File: src/rtl/dmem_arbiter.sv
`default_nettype none
// ============================================================================
// dmem_arbiter : two-port arbiter/sequencer for the MEM-stage data RAM.
// Revision     : 1.0
// ============================================================================
module dmem_arbiter #(
  parameter int STARVE_MAX = 4
) (
  input  logic        clk,
  input  logic        rstn,
  input  logic        i_m0_req,
  input  logic        i_m0_we,
  input  logic [2:0]  i_m0_strb,
  input  logic [31:0] i_m0_addr,
  input  logic [31:0] i_m0_wdata,
  output logic        o_m0_gnt,
  output logic        o_m0_rvalid,
  output logic [31:0] o_m0_rdata,
  output logic        o_m0_err,
  input  logic        i_m1_req,
  input  logic        i_m1_we,
  input  logic [2:0]  i_m1_strb,
  input  logic [31:0] i_m1_addr,
  input  logic [31:0] i_m1_wdata,
  output logic        o_m1_gnt,
  output logic        o_m1_rvalid,
  output logic [31:0] o_m1_rdata,
  output logic        o_m1_err,
  output logic        o_ram_we,
  output logic [2:0]  o_ram_strb,
  output logic [31:0] o_ram_addr,
  output logic [31:0] o_ram_wdata,
  input  logic [31:0] i_ram_rdata
);

  localparam int              c_cnt_w      = $clog2(STARVE_MAX + 1);
  localparam logic [c_cnt_w-1:0] c_starve_max = c_cnt_w'(STARVE_MAX);

  logic [c_cnt_w-1:0] r_starve_cnt;
  logic               r_m0_rvalid, r_m1_rvalid;
  logic               r_m0_err, r_m1_err;
  logic [31:0]        r_m0_rdata, r_m1_rdata;

  logic               w_gnt0, w_gnt1, w_any;
  logic               w_sel_we;
  logic [2:0]         w_sel_strb;
  logic [31:0]        w_sel_addr, w_sel_wdata;
  logic               w_mis;
  logic [31:0]        w_resp_data;

  // Stores carrying a load-type strobe are checked as full words.
  function automatic logic f_misaligned(input logic we, input logic [2:0] strb,
                                        input logic [1:0] a);
    logic [2:0] s;
    s = (we && (strb >= 3'd3)) ? 3'b010 : strb;
    case (s)
      3'b001, 3'b100, 3'b111: return a[0];
      3'b010, 3'b101:         return (a != 2'b00);
      default:                return 1'b0;
    endcase
  endfunction

  // Grants are held off during reset so no RAM write can slip through.
  assign w_gnt1 = rstn && i_m1_req && (!i_m0_req || (r_starve_cnt == c_starve_max));
  assign w_gnt0 = rstn && i_m0_req && !w_gnt1;
  assign w_any  = w_gnt0 || w_gnt1;

  always_comb begin
    w_sel_we    = 1'b0;
    w_sel_strb  = 3'b000;
    w_sel_addr  = 32'h0;
    w_sel_wdata = 32'h0;
    if (w_gnt1) begin
      w_sel_we    = i_m1_we;
      w_sel_strb  = i_m1_strb;
      w_sel_addr  = i_m1_addr;
      w_sel_wdata = i_m1_wdata;
    end else if (w_gnt0) begin
      w_sel_we    = i_m0_we;
      w_sel_strb  = i_m0_strb;
      w_sel_addr  = i_m0_addr;
      w_sel_wdata = i_m0_wdata;
    end
  end

  assign w_mis       = w_any && f_misaligned(w_sel_we, w_sel_strb, w_sel_addr[1:0]);
  assign w_resp_data = (!w_sel_we && !w_mis) ? i_ram_rdata : 32'h0;

  assign o_m0_gnt    = w_gnt0;
  assign o_m1_gnt    = w_gnt1;
  assign o_ram_we    = w_any && w_sel_we && !w_mis;
  assign o_ram_strb  = w_sel_strb;
  assign o_ram_addr  = w_sel_addr;
  assign o_ram_wdata = w_sel_wdata;

  always_ff @(posedge clk or negedge rstn) begin
    if (!rstn) begin
      r_starve_cnt <= '0;
    end else if (!i_m1_req || w_gnt1) begin
      r_starve_cnt <= '0;
    end else if (r_starve_cnt != c_starve_max) begin
      r_starve_cnt <= r_starve_cnt + 1'b1;
    end
  end

  always_ff @(posedge clk or negedge rstn) begin
    if (!rstn) begin
      r_m0_rvalid <= 1'b0;
      r_m1_rvalid <= 1'b0;
      r_m0_err    <= 1'b0;
      r_m1_err    <= 1'b0;
      r_m0_rdata  <= 32'h0;
      r_m1_rdata  <= 32'h0;
    end else begin
      r_m0_rvalid <= w_gnt0;
      r_m1_rvalid <= w_gnt1;
      r_m0_err    <= w_gnt0 && w_mis;
      r_m1_err    <= w_gnt1 && w_mis;
      if (w_gnt0) r_m0_rdata <= w_resp_data;
      if (w_gnt1) r_m1_rdata <= w_resp_data;
    end
  end

  assign o_m0_rvalid = r_m0_rvalid;
  assign o_m1_rvalid = r_m1_rvalid;
  assign o_m0_err    = r_m0_err;
  assign o_m1_err    = r_m1_err;
  assign o_m0_rdata  = r_m0_rdata;
  assign o_m1_rdata  = r_m1_rdata;

endmodule
`default_nettype wire

File: config.mk
export PLATFORM = sky130hd
export DESIGN_NAME = dmem_arbiter
export DESIGN_NICKNAME = d
export VERILOG_FILES = /design/src/rtl/dmem_arbiter.sv
export SDC_FILE = /design/constraint.sdc
export NUM_CORES = 1
export LEC_CHECK = 0
export ABC_AREA = 0
export BUFFER_PORTS_ARGS = -buffer_cell sky130_fd_sc_hd__clkbuf_2
export CORE_AREA = 2 2 119 121
export CTS_CLUSTER_SIZE = 24
export DETAILED_ROUTE_END_ITERATION = 12
export DIE_AREA = 0 0 121 123
export GPL_ROUTABILITY_DRIVEN = 0
export HOLD_SLACK_MARGIN = 0.15
export PLACE_DENSITY_LB_ADDON = 0.12
export SLEW_MARGIN = 25
export SYNTH_ARGS = -nofsm -noshare
export SYNTH_HDL_FRONTEND = slang
export SYNTH_SLANG_ARGS = --single-unit
export TNS_END_PERCENT = 50
File: constraint.sdc
create_clock -name clk -period 6.08 [get_ports clk]
set_clock_uncertainty 0.2 [all_clocks]
set_input_delay 0.304 -clock clk [delete_from_list [all_inputs] [get_ports clk]]
set_output_delay 0.304 -clock clk [all_outputs]
set_load 0.02 [all_outputs]
==> summary.txt <==
STA
  • Pins Over Slew Limit: 0
  • Rel. slew slack: 0.456
  • Final setup TNS: 0 ps
  • Hold WS: 221 ps
  • Fmax: 0.264 GHz
  • Tcrit/Tclk final: 0.624
  • Final setup fails: 0
  • Min Tclk post-route: 3790 ps
  • RSZ-0062 raised after global routing: false
  • Fin. Hold Viols: 0
  • Worst-margin pin slew: approximately 800 ps

Cells and area
  • Net count, final: 907
  • Layout cells sized above 1: 0.542
  • Register area: 1780 um2
  • Layout area overhead: 53.6%
  • Area of the multi-input gates: 1930 um2
  • Design area: 6170 um2
  • Fill count: 1375

Worst setup path
  • Nature of the critical path endpoint: register
  • CP most frequent cell: buf_4
  • Setup crit start kind: input port
  • Worst reg-to-reg path cell count: 11
  • Crit-path leading delay family: buffers and inverters
  • WP data required: around 6000 ps
  • Slowest cell on the critical path: o21a_4
  • Reg2reg start: r_starve_cnt[0]$_DFFE_PN0P_
  • R2r setup slk: 2400 ps
  • CP peak stage delay: a little under 700 ps
  • Arr. time, crit path: 3800 ps
  • Kind of critical path: in -> reg
  • CP bufs+invs: 4
  • RR Endpoint: o_m1_rdata[12]$_DFFE_PN0P_
  • Crit-path cells: dlygate4sd3_1 -> buf_4 -> nand2_1 -> a21o_1 -> inv_4 -> a22oi_1 -> a32oi_2 -> o21a_4 -> buf_4 -> o21ai_2
  • CP max FO: 50

Synth
  • Post-synthesis adder-cell area fraction: 0.00622
  • Yosys Warn Count: 0
  • Post-Syn Area per Cell: 9.69 um2
  • Largest family of logic cells by synthesized area: compound AO/OA/AOI/OAI gates
  • Synth unique cells: 33
  • Post-Synth Simple-Gate Area: 0.161
  • Sequential fraction of the synthesis area: 0.442
  • Compound-Gate Fraction of Synth Area: 0.309
  • Syn Nets: a little under 600
  • Cell Area, Synth: 4020 um2
  • Post-Syn Instances: 415
  • Mux contribution to synthesized area: 0
  • FF+latch count, synth: 71
  • XOR/XNOR share of the synthesized area: 0.00218

Route
  • Iteration-0 DRC Markers: 397
  • DR pass1 iterations: 4
  • DRC viols: 0
  • DRT antenna net count: 0
  • Wire length per cell: 18.7 um
  • Avg Vias per Cell: 4.99
  • Wirelength, routed: 17.2 mm
  • DR vias: 4585

Status
  • Status: finished, final reports clean

Clock tree
  • H-tree levels: 3
  • CTS Buf Count: 9
  • Root buf cell: clkbuf_16
  • CTS tree: built
  • Clock Sinks: 71
  • Clock Latency Late Sink: between 300 and 400 ps
  • CTS clk-pin slew, worst paths: about 60 ps
  • CTS resizes: 0
  • Clk buf depth: 2

Die
  • Die width: 121 um
  • Total die area: 14900 um2
  • Die Ht: 123 um
  • IO Pins: 310
  • Core area: 13600 um2
  • Rows: 43
  • Initial cell density of the core: 0.295

GRT
  • Largest net degree at the start of global routing: 67
  • GR Util All Layers: 0.219
  • Initial antenna violation count: 0
  • Number of global-route vias before repair: 4417
  • Grt ovf: 0
  • Global-route wire length before repair: around 25 mm

Place
  • DP HPWL: 12.9 mm
  • Placed inst area: 5560 um2
  • PortBufs: a little over 300

Pwr
  • Power density cells: 260 nW/um2
  • Max IR drop VDD: 0.131 mV
  • Leakage: 3.29 nW

Job
  • Max capacitance violation total: 0

Hold path
  • Tightest Hold Check Type: in -> async
[Yosys cell counts]
library cell,count,area [um2]
inv_4,1,6.26
o21ai_1,4,20.0
dfrtp_1,71,1780
clkbuf_1,20,75.1
nand2b_1,1,6.26
nor3_1,1,5.00
o21a_2,1,8.76
a21oi_1,2,10.0
buf_1,10,37.5
nand2_2,1,6.26
nand3_1,66,330
o21ai_2,60,526
a32oi_2,2,32.5
a22oi_2,1,12.5
nand3_2,1,10.0
inv_1,5,18.8
nand2_1,69,259
nor2_1,6,22.5
xnor2_1,1,8.76
a22o_1,64,561
buf_12,6,120
buf_8,1,15.0
buf_6,2,22.5
o21ai_0,3,15.0
ha_1,2,25.0
buf_2,4,20.0
a22oi_1,2,15.0
o32ai_1,1,8.76
o31a_1,2,17.5
inv_2,2,7.51
a21o_1,1,7.51
o31ai_1,1,7.51
and2_1,1,6.26
[worst max-delay path by stage]
| stage | from | to | slack (ps) | cells after the start |
|---|---|---|---|---|
| floorplan | r_starve_cnt[0]$_DFFE_PN0P_ | o_ram_wdata[13] | 3530 | 10 |
| global placement | r_starve_cnt[0]$_DFFE_PN0P_ | o_m0_rdata[13]$_DFFE_PN0N_ | 2500 | 11 |
| detailed placement | r_starve_cnt[0]$_DFFE_PN0P_ | o_m1_rdata[12]$_DFFE_PN0P_ | 2350 | 11 |
| CTS | rstn | o_m1_rdata[12]$_DFFE_PN0P_ | 2230 | 10 |
| global route | rstn | o_m0_rdata[22]$_DFFE_PN0N_ | 1960 | 10 |
| finish | rstn | o_m1_rdata[12]$_DFFE_PN0P_ | 2290 | 10 |
[cell families after synthesis]
kind of cell,count (synthesis)
and+or+nand+nor,146
AOI/OAI and AO/OA,144
DFF,71
adders and majority gates,2
buffers and inverters,51
xor gates and xnor gates,1
[where the power goes]
part / internal (mW) / switching [mW]
Combinational: 0.197 / 0.342
Clock: 0.274 / 0.203
Sequential: 0.547 / 0.0443
[registers in the layout, summed over array words and instances, names as in the netlist]
register / count
o_m1_rdata: 32
o_m0_rvalid: 1
o_m0_rdata: 32
o_m1_rvalid: 1
o_m1_err: 1
r_starve_cnt: 3
o_m0_err: 1
[metrics by stage]
step | utilization | power (mW) | setup WS [ps] | std cells
2_1_floorplan | - | 0.904 | 3530 | 415
3_3_place_gp | 0.409 | 1.12 | 2500 | 868
3_5_place_dp | 0.409 | 1.13 | 2350 | 868
4_1_cts | 0.453 | 1.62 | 2230 | 918
5_1_grt | 0.453 | 1.69 | 1960 | 918
6_report | 0.454 | 1.61 | 2290 | 919
[cell type report]
cell class / count / area share
Clock buffer: 10 / 0.0371
Antenna cell: 1 / 0.000405
Clock inverter: 6 / 0.00608
Sequential cell: 71 / 0.288
Tap cell: 180 / 0.0365
Timing Repair Buffer: 350 / 0.315
Inverter: 8 / 0.00547
Multi-Input combinational cell: 293 / 0.312
[cells in the final DEF, fill, tap and decap left out, types with 5 or more instances in the layout]
| cell | Yosys | routed |
|---|---|---|
| dfrtp_1 | 71 | 71 |
| a22o_1 | 64 | 64 |
| buf_4 | 0 | 8 |
| inv_1 | 5 | 5 |
| o21ai_2 | 60 | 60 |
| clkbuf_16 | 0 | 9 |
| nand2_1 | 69 | 69 |
| clkbuf_2 | 0 | 308 |
| dlygate4sd3_1 | 0 | 34 |
| nor2_1 | 6 | 6 |
| nand3_1 | 66 | 66 |
[routing by layer]
metal / track usage / up-vias / share of wire
met5: 0 / - / 0
met4: 0.0741 / 0 / 0.025
met3: 0.0420 / 23 / 0.066
met2: 0.339 / 205 / 0.47
met1: 0.308 / 2203 / 0.44
li1: - / 2154 / -
[repair_timing]
action,4_1_cts,5_1_grt
hold buffers,34,0
setup buffers,0,0
endpoints found under the hold margin,89,0
No activity file was read; power rests on OpenSTA's default activity.
